--- src/rtl/hack_alu_pkg.sv ---
// Shared definitions for the Hack-style ALU: datapath width, the packed
// control word and the named function codes used by the CPU decoder.
package hack_alu_pkg;

   localparam int ALU_WIDTH = 16;

   // Control word, most significant field first: {zx,nx,zy,ny,f,no}
   typedef struct packed {
      logic zx;
      logic nx;
      logic zy;
      logic ny;
      logic f;
      logic no;
   } alu_ctrl_t;

   // Named function codes
   localparam alu_ctrl_t ZERO    = 6'b101010;
   localparam alu_ctrl_t ONE     = 6'b111111;
   localparam alu_ctrl_t NEG_ONE = 6'b111010;
   localparam alu_ctrl_t X       = 6'b001100;
   localparam alu_ctrl_t Y       = 6'b110000;
   localparam alu_ctrl_t NOT_X   = 6'b001101;
   localparam alu_ctrl_t NOT_Y   = 6'b110001;
   localparam alu_ctrl_t NEG_X   = 6'b001111;
   localparam alu_ctrl_t NEG_Y   = 6'b110011;
   localparam alu_ctrl_t X_INC   = 6'b011111;
   localparam alu_ctrl_t Y_INC   = 6'b110111;
   localparam alu_ctrl_t X_DEC   = 6'b001110;
   localparam alu_ctrl_t Y_DEC   = 6'b110010;
   localparam alu_ctrl_t X_ADD_Y = 6'b000010;
   localparam alu_ctrl_t X_SUB_Y = 6'b010011;
   localparam alu_ctrl_t Y_SUB_X = 6'b000111;
   localparam alu_ctrl_t X_AND_Y = 6'b000000;
   localparam alu_ctrl_t X_OR_Y  = 6'b010101;

   // Gather the six loose control bits into one control word
   function automatic alu_ctrl_t ctrl_pack(input logic zx, input logic nx,
                                           input logic zy, input logic ny,
                                           input logic f,  input logic no);
      alu_ctrl_t c;
      c.zx = zx;
      c.nx = nx;
      c.zy = zy;
      c.ny = ny;
      c.f  = f;
      c.no = no;
      return c;
   endfunction

endpackage

--- src/rtl/hack_alu_if.sv ---
// Request/result bundle between the ALU and its datapath neighbours.
// The master issues operands and controls; the slave (the ALU) returns
// the registered result and flags.
interface hack_alu_if
   import hack_alu_pkg::*;
#(
   parameter int WIDTH = ALU_WIDTH
);
   logic             in_valid;
   logic [WIDTH-1:0] x;
   logic [WIDTH-1:0] y;
   logic             zx;
   logic             nx;
   logic             zy;
   logic             ny;
   logic             f;
   logic             no;
   logic             out_valid;
   logic [WIDTH-1:0] out;
   logic             zr;
   logic             ng;

   modport master (
      output in_valid, x, y, zx, nx, zy, ny, f, no,
      input  out_valid, out, zr, ng
   );

   modport slave (
      input  in_valid, x, y, zx, nx, zy, ny, f, no,
      output out_valid, out, zr, ng
   );
endinterface

--- src/rtl/hack_alu_core.sv ---
// Purely combinational Hack ALU core: operand conditioning (zero, then
// invert), add or AND, optional output inversion, then zero/negative flags.
module hack_alu_core
   import hack_alu_pkg::*;
#(
   parameter int WIDTH = ALU_WIDTH
) (
   input  logic [WIDTH-1:0] x,
   input  logic [WIDTH-1:0] y,
   input  alu_ctrl_t        ctrl,
   output logic [WIDTH-1:0] res,
   output logic             zr,
   output logic             ng
);

   logic [WIDTH-1:0] x1_s;
   logic [WIDTH-1:0] x2_s;
   logic [WIDTH-1:0] y1_s;
   logic [WIDTH-1:0] y2_s;
   logic [WIDTH-1:0] r_s;

   // Condition operands in strict order: zero first, then invert
   always_comb begin
      x1_s = {WIDTH{1'b0}};
      x2_s = {WIDTH{1'b0}};
      y1_s = {WIDTH{1'b0}};
      y2_s = {WIDTH{1'b0}};
      if (ctrl.zx) begin
         x1_s = {WIDTH{1'b0}};
      end else begin
         x1_s = x;
      end
      if (ctrl.nx) begin
         x2_s = ~x1_s;
      end else begin
         x2_s = x1_s;
      end
      if (ctrl.zy) begin
         y1_s = {WIDTH{1'b0}};
      end else begin
         y1_s = y;
      end
      if (ctrl.ny) begin
         y2_s = ~y1_s;
      end else begin
         y2_s = y1_s;
      end
   end

   // Select add (carry dropped) or AND, then optionally invert the result
   always_comb begin
      r_s = {WIDTH{1'b0}};
      res = {WIDTH{1'b0}};
      if (ctrl.f) begin
         r_s = x2_s + y2_s;
      end else begin
         r_s = x2_s & y2_s;
      end
      if (ctrl.no) begin
         res = ~r_s;
      end else begin
         res = r_s;
      end
   end

   // Derive flags from the final result
   always_comb begin
      zr = 1'b0;
      ng = 1'b0;
      if (res == {WIDTH{1'b0}}) begin
         zr = 1'b1;
      end else begin
         zr = 1'b0;
      end
      ng = res[WIDTH-1];
   end

endmodule

--- src/rtl/hack_alu.sv ---
// Registered Hack-style ALU. The combinational core is followed by one
// register stage; a result and its flags load on every valid request and
// hold otherwise, while out_valid marks the cycle a fresh result appears.
module hack_alu
   import hack_alu_pkg::*;
#(
   parameter int WIDTH = ALU_WIDTH
) (
   input  logic   clk,
   input  logic   rst_n,
   hack_alu_if.slave bus
);

   alu_ctrl_t        ctrl_s;
   logic [WIDTH-1:0] res_s;
   logic             zr_s;
   logic             ng_s;

   logic [WIDTH-1:0] out_r;
   logic             zr_r;
   logic             ng_r;
   logic             valid_r;

   assign ctrl_s = ctrl_pack(bus.zx, bus.nx, bus.zy, bus.ny, bus.f, bus.no);

   hack_alu_core #(
      .WIDTH (WIDTH)
   ) u_core (
      .x    (bus.x),
      .y    (bus.y),
      .ctrl (ctrl_s),
      .res  (res_s),
      .zr   (zr_s),
      .ng   (ng_s)
   );

   // Result register: load on valid, otherwise hold; reset leaves a
   // self-consistent zero result (zr set) with nothing valid
   always_ff @(posedge clk or negedge rst_n) begin
      if (!rst_n) begin
         out_r   <= {WIDTH{1'b0}};
         zr_r    <= 1'b1;
         ng_r    <= 1'b0;
         valid_r <= 1'b0;
      end else begin
         valid_r <= bus.in_valid;
         if (bus.in_valid) begin
            out_r <= res_s;
            zr_r  <= zr_s;
            ng_r  <= ng_s;
         end else begin
            out_r <= out_r;
            zr_r  <= zr_r;
            ng_r  <= ng_r;
         end
      end
   end

   assign bus.out       = out_r;
   assign bus.zr        = zr_r;
   assign bus.ng        = ng_r;
   assign bus.out_valid = valid_r;

endmodule

--- src/flat_wrapper.sv ---
// flat-port wrapper written by rule: the top's interface ports become plain ports
module hack_alu_flat import hack_alu_pkg::*;
#(
   parameter int WIDTH = ALU_WIDTH
)
  (clk, rst_n, bus_in_valid, bus_x, bus_y, bus_zx, bus_nx, bus_zy, bus_ny, bus_f, bus_no, bus_out_valid, bus_out, bus_zr, bus_ng);
  hack_alu_if #(.WIDTH(WIDTH)) bus_i ();
  input  logic clk;
  input  logic rst_n;
  input wire logic [$bits(bus_i.in_valid)-1:0] bus_in_valid;
  input wire logic [$bits(bus_i.x)-1:0] bus_x;
  input wire logic [$bits(bus_i.y)-1:0] bus_y;
  input wire logic [$bits(bus_i.zx)-1:0] bus_zx;
  input wire logic [$bits(bus_i.nx)-1:0] bus_nx;
  input wire logic [$bits(bus_i.zy)-1:0] bus_zy;
  input wire logic [$bits(bus_i.ny)-1:0] bus_ny;
  input wire logic [$bits(bus_i.f)-1:0] bus_f;
  input wire logic [$bits(bus_i.no)-1:0] bus_no;
  output wire logic [$bits(bus_i.out_valid)-1:0] bus_out_valid;
  output wire logic [$bits(bus_i.out)-1:0] bus_out;
  output wire logic [$bits(bus_i.zr)-1:0] bus_zr;
  output wire logic [$bits(bus_i.ng)-1:0] bus_ng;
  assign bus_i.in_valid = bus_in_valid;
  assign bus_i.x = bus_x;
  assign bus_i.y = bus_y;
  assign bus_i.zx = bus_zx;
  assign bus_i.nx = bus_nx;
  assign bus_i.zy = bus_zy;
  assign bus_i.ny = bus_ny;
  assign bus_i.f = bus_f;
  assign bus_i.no = bus_no;
  assign bus_out_valid = bus_i.out_valid;
  assign bus_out = bus_i.out;
  assign bus_zr = bus_i.zr;
  assign bus_ng = bus_i.ng;
  hack_alu #(.WIDTH(WIDTH)) u_core (.clk(clk), .rst_n(rst_n), .bus(bus_i));
endmodule
--- config.mk ---
export PLATFORM = sky130hd
export DESIGN_NAME = hack_alu_flat
export DESIGN_NICKNAME = d
export VERILOG_FILES = /design/src/rtl/hack_alu_pkg.sv /design/src/rtl/hack_alu_if.sv /design/src/rtl/hack_alu_core.sv /design/src/rtl/hack_alu.sv /design/src/flat_wrapper.sv
export SDC_FILE = /design/constraint.sdc
export NUM_CORES = 1
export LEC_CHECK = 0
export CAP_MARGIN = 20
export CORE_MARGIN = 1.5
export CORE_UTILIZATION = 55
export DETAILED_ROUTE_END_ITERATION = 16
export PLACE_DENSITY = 0.85
export SKIP_LAST_GASP = 1
export SYNTH_ARGS = -nofsm -noshare
export SYNTH_HDL_FRONTEND = slang
export SYNTH_SLANG_ARGS = --single-unit
--- constraint.sdc ---
create_clock -name clk -period 2 [get_ports clk]
set_clock_uncertainty 0.1 [all_clocks]
set_input_delay 0.3 -clock clk [delete_from_list [all_inputs] [get_ports clk]]
set_output_delay 0.3 -clock clk [all_outputs]
set_load 0.05 [all_outputs]
==> flow_metrics.py, run 1 <==
metrics = {
    "outcome": {
        "outcome": "did not finish",
        "flow.stopped_at": "clock tree synthesis",
        "first-error": "[ERROR DPL-0033] detailed placement checks failed during check placement.",
    },
    "clock_tree": {
        "cts_resized": 109,
        "root_buffer": "clkbuf_8",
        "clkSinkCount": 18,
        "cts-buffers-inserted": 3,
        "post_cts_buffers": 42,
        "htreeDepth": 1,
        "cts.path.max_buffers": 2,
        "ctsHoldBuffers": 0,
    },
    "synth": {
        "async_flop_share_pct": 100,
        "synthAdderAreaFrac_pct": 8.87,
        "synth_top_family_by_area": "simple AND/OR/NAND/NOR gates",
        "synthXorXnorAreaFrac_pct": 18.3,
        "yosysSeqAreaShare_pct": 18.2,
        "synth_compound_area_share_pct": 18.4,
        "synth_edf_count": 0,
        "synth_nets": 341,
        "synthSimpleGateAreaFrac_pct": 22.0,
        "synth-seq-cells": 18,
        "synth_cell_type_count": 61,
        "avgSynthCellArea_sq_um": 8.77,
        "ys.flop_type": "dfrtp_1",
        "synth_area_sq_um": 2480,
        "yosysWarnings": 0,
        "synthMuxAreaShare_pct": 8.97,
        "synthCells": 283,
    },
    "place": {
        "io_buffers": 59,
        "gp_congestion": 0.885,
        "dp.cells": 451,
        "hpwl_mm": 5.87,
    },
    "die": {
        "die_w_um": 70.2,
        "start_util_pct": 57.0,
        "die_h_um": 70.2,
        "rows": 24,
        "num_io_pins": 60,
    },
}
-- cells by family after synthesis --
family	count (synthesis)
muxes	21
buffers and inverters	22
and+or+nand+nor	90
xor gates and xnor gates	52
AOI/OAI and AO/OA	63
adders and majority gates	17
DFF	18
-- synth_stat cells (6+ instances only) --
master	count	share of area, %
dfrtp_1	17	17
nand2_1	8	1.2
clkbuf_1	6	0.91
nand2b_1	33	8.3
o21ai_0	11	2.2
xnor2_1	51	18
a21oi_1	16	3.2
a21o_1	6	1.8
nor2_1	11	1.7
ha_1	16	8.1
mux2i_1	11	4.4
mux2_2	10	4.5
-- stage by stage --
step | setup slack, ns | hold WS [ns] | cell area [sq um] | util [%]
detailed placement | -1.98 | 0.379 | 3680 | 84.5
global placement | -1.82 | 0.365 | 3680 | 84.5
floorplan | -1.19 | -0.0956 | 2630 | -
==> inputs of run 2 (changes only) <==
- CORE_UTILIZATION: 55 -> 40
- PLACE_DENSITY: 0.85 -> default
- PLACE_DENSITY_LB_ADDON: default -> 0.15
==> flow_metrics.py, run 2 <==
metrics = {
    "place": {
        "gp_congestion": 0.903,
        "io_buffers": 59,
        "hpwl_mm": 5.45,
        "place_area_sq_um": 3720,
    },
    "layout": {
        "fin_area_sq_um": 4690,
        "final_common_cell": "buf_4",
        "final_cell_mix": "83 x buf_4, 34 x xnor2_1, 29 x clkdlybuf4s50_1",
        "largest_register_ffs": 15,
        "drive_gt1_share_pct": 49.1,
        "num_antenna_cells": 0,
        "nets": 499,
        "area_growth_syn_to_layout_pct": 89.1,
    },
    "worst_setup_path": {
        "r2r-end": "u_core.bus.zr",
        "crit_fanout": 8,
        "critPathRequiredTime_ns": 2.07,
        "arrival_ns": 3.41,
        "crit-reg2reg-launch": "u_core.bus.zr",
        "start_kind": "primary input",
        "r2r_setup_slack_ns": 1.11,
        "cp-end-kind": "register",
        "reg2reg_depth": 2,
        "crit_type": "primary input to register",
    },
    "synth": {
        "avgSynthCellArea_sq_um": 8.77,
        "synth-seq-cells": 18,
        "yosys.cell_count.top_type": "xnor2_1",
        "yosysWarnings": 0,
        "synthCells": 283,
        "synth_area_sq_um": 2480,
        "async_flop_share_pct": 100,
        "yosys.area.top_type": "xnor2_1",
        "synth_cell_type_count": 61,
        "synth_edf_count": 0,
        "ys.flop_type": "dfrtp_1",
        "synth_top_cell_area_share_pct": 18.0,
        "synth_nets": 341,
        "yosysSeqAreaShare_pct": 18.2,
        "synth_common_cells": "51 x xnor2_1, 33 x nand2b_1, 17 x dfrtp_1",
        "synth_area_leaders": "xnor2_1 18%, dfrtp_1 17%, nand2b_1 8.3%",
    },
    "clock_tree": {
        "cts_tree": "built",
        "cts-buffers-inserted": 3,
        "clkSinkCount": 18,
        "clk_latency_ns": 0.25,
        "cts.path.max_buffers": 2,
        "root_buffer": "clkbuf_8",
        "htreeDepth": 1,
        "path_clk_slew_ns": 0.06,
        "ctsHoldBuffers": 0,
    },
    "timing": {
        "min_period_ns": 3.34,
        "clock.fmax_mhz": 299,
        "setup_viol": 15,
        "slew_headroom_pct": 66.8,
        "tns_ns": -10.21,
        "layout_setup_ws_ns": -1.34,
        "tightest_slew_ns": 0.496,
        "rsz0062_at_grt": "true",
        "maxSlewViolCount": 0,
        "timing.final.hold_violations": 0,
        "fin_crit_sh_pct": 167,
    },
    "global_route": {
        "grt.total_usage_pct": 22.6,
        "antenna_found_initial": 0,
        "grt_max_degree": 19,
        "grt_pass1_vias": 2517,
        "grt_pass1_wl_mm": 11.8,
        "gr-total-overflow": 0,
    },
    "die": {
        "start_util_pct": 41.7,
        "rows": 28,
        "core-area_sq_um": 5960,
        "dieArea_sq_um": 6690,
        "die_w_um": 81.8,
        "die_h_um": 81.8,
        "num_io_pins": 60,
    },
    "drt": {
        "firstDrtPassIters": 4,
        "drt_wl_total_mm": 8.53,
        "antenna_left": 0,
        "vias_per_cell": 5.31,
        "first_iter_violations": 128,
        "wl_per_cell_um": 16.6,
        "vias": 2733,
        "drc": 0,
    },
    "power_and_ir_drop": {
        "p_leak_nw": 2.13,
        "power_density_nw_per_um2": 763,
        "peakVddDrop_v": 0.000913,
    },
    "run": {
        "drv_cap": 0,
    },
    "outcome": {
        "outcome": "complete, but fails checks",
        "violations": "negative setup slack",
    },
    "min_path": {
        "hold_path_class": "primary input to async pin",
    },
}
-- run 2: cell counts after synthesis --
Identical to the previous run, type by type.
-- run 2: cell families (layout without fill, tap and decap cells) --
kind of cell             count (synthesis)  after routing  share of synthesized area [%]
AO/OA/AOI/OAI                           63             63                           18.4
XOR/XNOR                                52             52                           18.3
adder cells (fa/ha/maj)                 17             17                           8.87
buffers and inverters                   22            179                           5.24
flip-flops                              18             18                           18.2
multiplexers                            21             21                           8.97
AND/OR/NAND/NOR                         90             90                           22.0
-- run 2: report_power, final --
group          leakage, nW  total (mW)  switching [mW]  internal, mW
combinational         1.90        2.77            1.37          1.40
sequential           0.210       0.522          0.0595         0.463
clock               0.0288       0.286           0.111         0.175
total                 2.13        3.58            1.54          2.04
-- run 2: per-layer routing --
metal / wire, um / up-vias / GRT usage, %
met2: 4590 / 106 / 42.8
met4: 250 / 0 / 5.42
li1: - / 1325 / -
met5: 0 / - / 0
met1: 3320 / 1279 / 27.5
met3: 365 / 23 / 1.11
-- run 2: repair_timing --
| action | 4_1_cts | 5_1_grt |
|---|---|---|
| pin swaps | 70 | 57 |
| gates cloned | 0 | 2 |
| gates resized for setup | 119 | 63 |
| setup buffers | 31 | 9 |
| endpoints found under the setup margin | 17 | 15 |
-- run 2: worst max-delay path, stage by stage --
cell      delay [ns]
buf_8           0.11
nand2b_4        0.16
xnor2_4         0.14
ha_4            0.18
fa_2            0.35
a21o_1          0.24
a221oi_4        0.32
buf_6           0.18
mux2i_2         0.25
o21ai_2         0.08
and4bb_2        0.28
mux2i_1         0.07
or4_4           0.53
o32ai_4         0.21
-- run 2: through the flow --
stage / std cells / utilization, % / power, mW / hold slack, ns / setup slack [ns]
after detailed placement: 476 / 62.5 / 2.59 / 0.380 / -1.94
after floorplan: 283 / - / 1.81 / -0.0956 / -1.19
final: 515 / 78.8 / 3.58 / 0.275 / -1.34
after global placement: 476 / 62.5 / 2.55 / 0.369 / -1.79
after global routing: 515 / 78.8 / 3.77 / 0.304 / -1.39
after CTS: 506 / 71.6 / 3.26 / 0.286 / -1.22
-- run 2: layout make-up --
cell class,count,area (sq um)
clock buffer,4,55.1
timing repair buffer,169,1570
inverter,6,22.5
tap,75,93.8
fill,392,1260
multi-input combinational,243,2500
sequential,18,452
-- run 2: worst max path at each step --
stage | to | startpoint
after floorplan | u_core.bus.zr | bus_nx
after detailed placement | u_core.bus.zr | bus_zy
after global placement | u_core.bus.zr | bus_zy
after global routing | u_core.bus.zr | bus_zy
final | u_core.bus.zr | bus_zy
after CTS | u_core.bus.zr | bus_zy
Power figures use the tool's default switching activity.
==> inputs of run 3 (changes only) <==
- CTS_BUF_LIST: default -> sky130_fd_sc_hd__clkbuf_4 sky130_fd_sc_hd__clkbuf_8 sky130_fd_sc_hd__clkbuf_16
- SLEW_MARGIN: default -> 20
==> results of run 3 <==
The final DEF is identical to that of run 2; final timing and power are the same.
==> inputs of run 4 (changes only) <==
- CTS_BUF_LIST: sky130_fd_sc_hd__clkbuf_4 sky130_fd_sc_hd__clkbuf_8 sky130_fd_sc_hd__clkbuf_16 -> sky130_fd_sc_hd__clkbuf_8
==> results of run 4 <==
The final DEF is identical to that of run 2; final timing and power are the same.
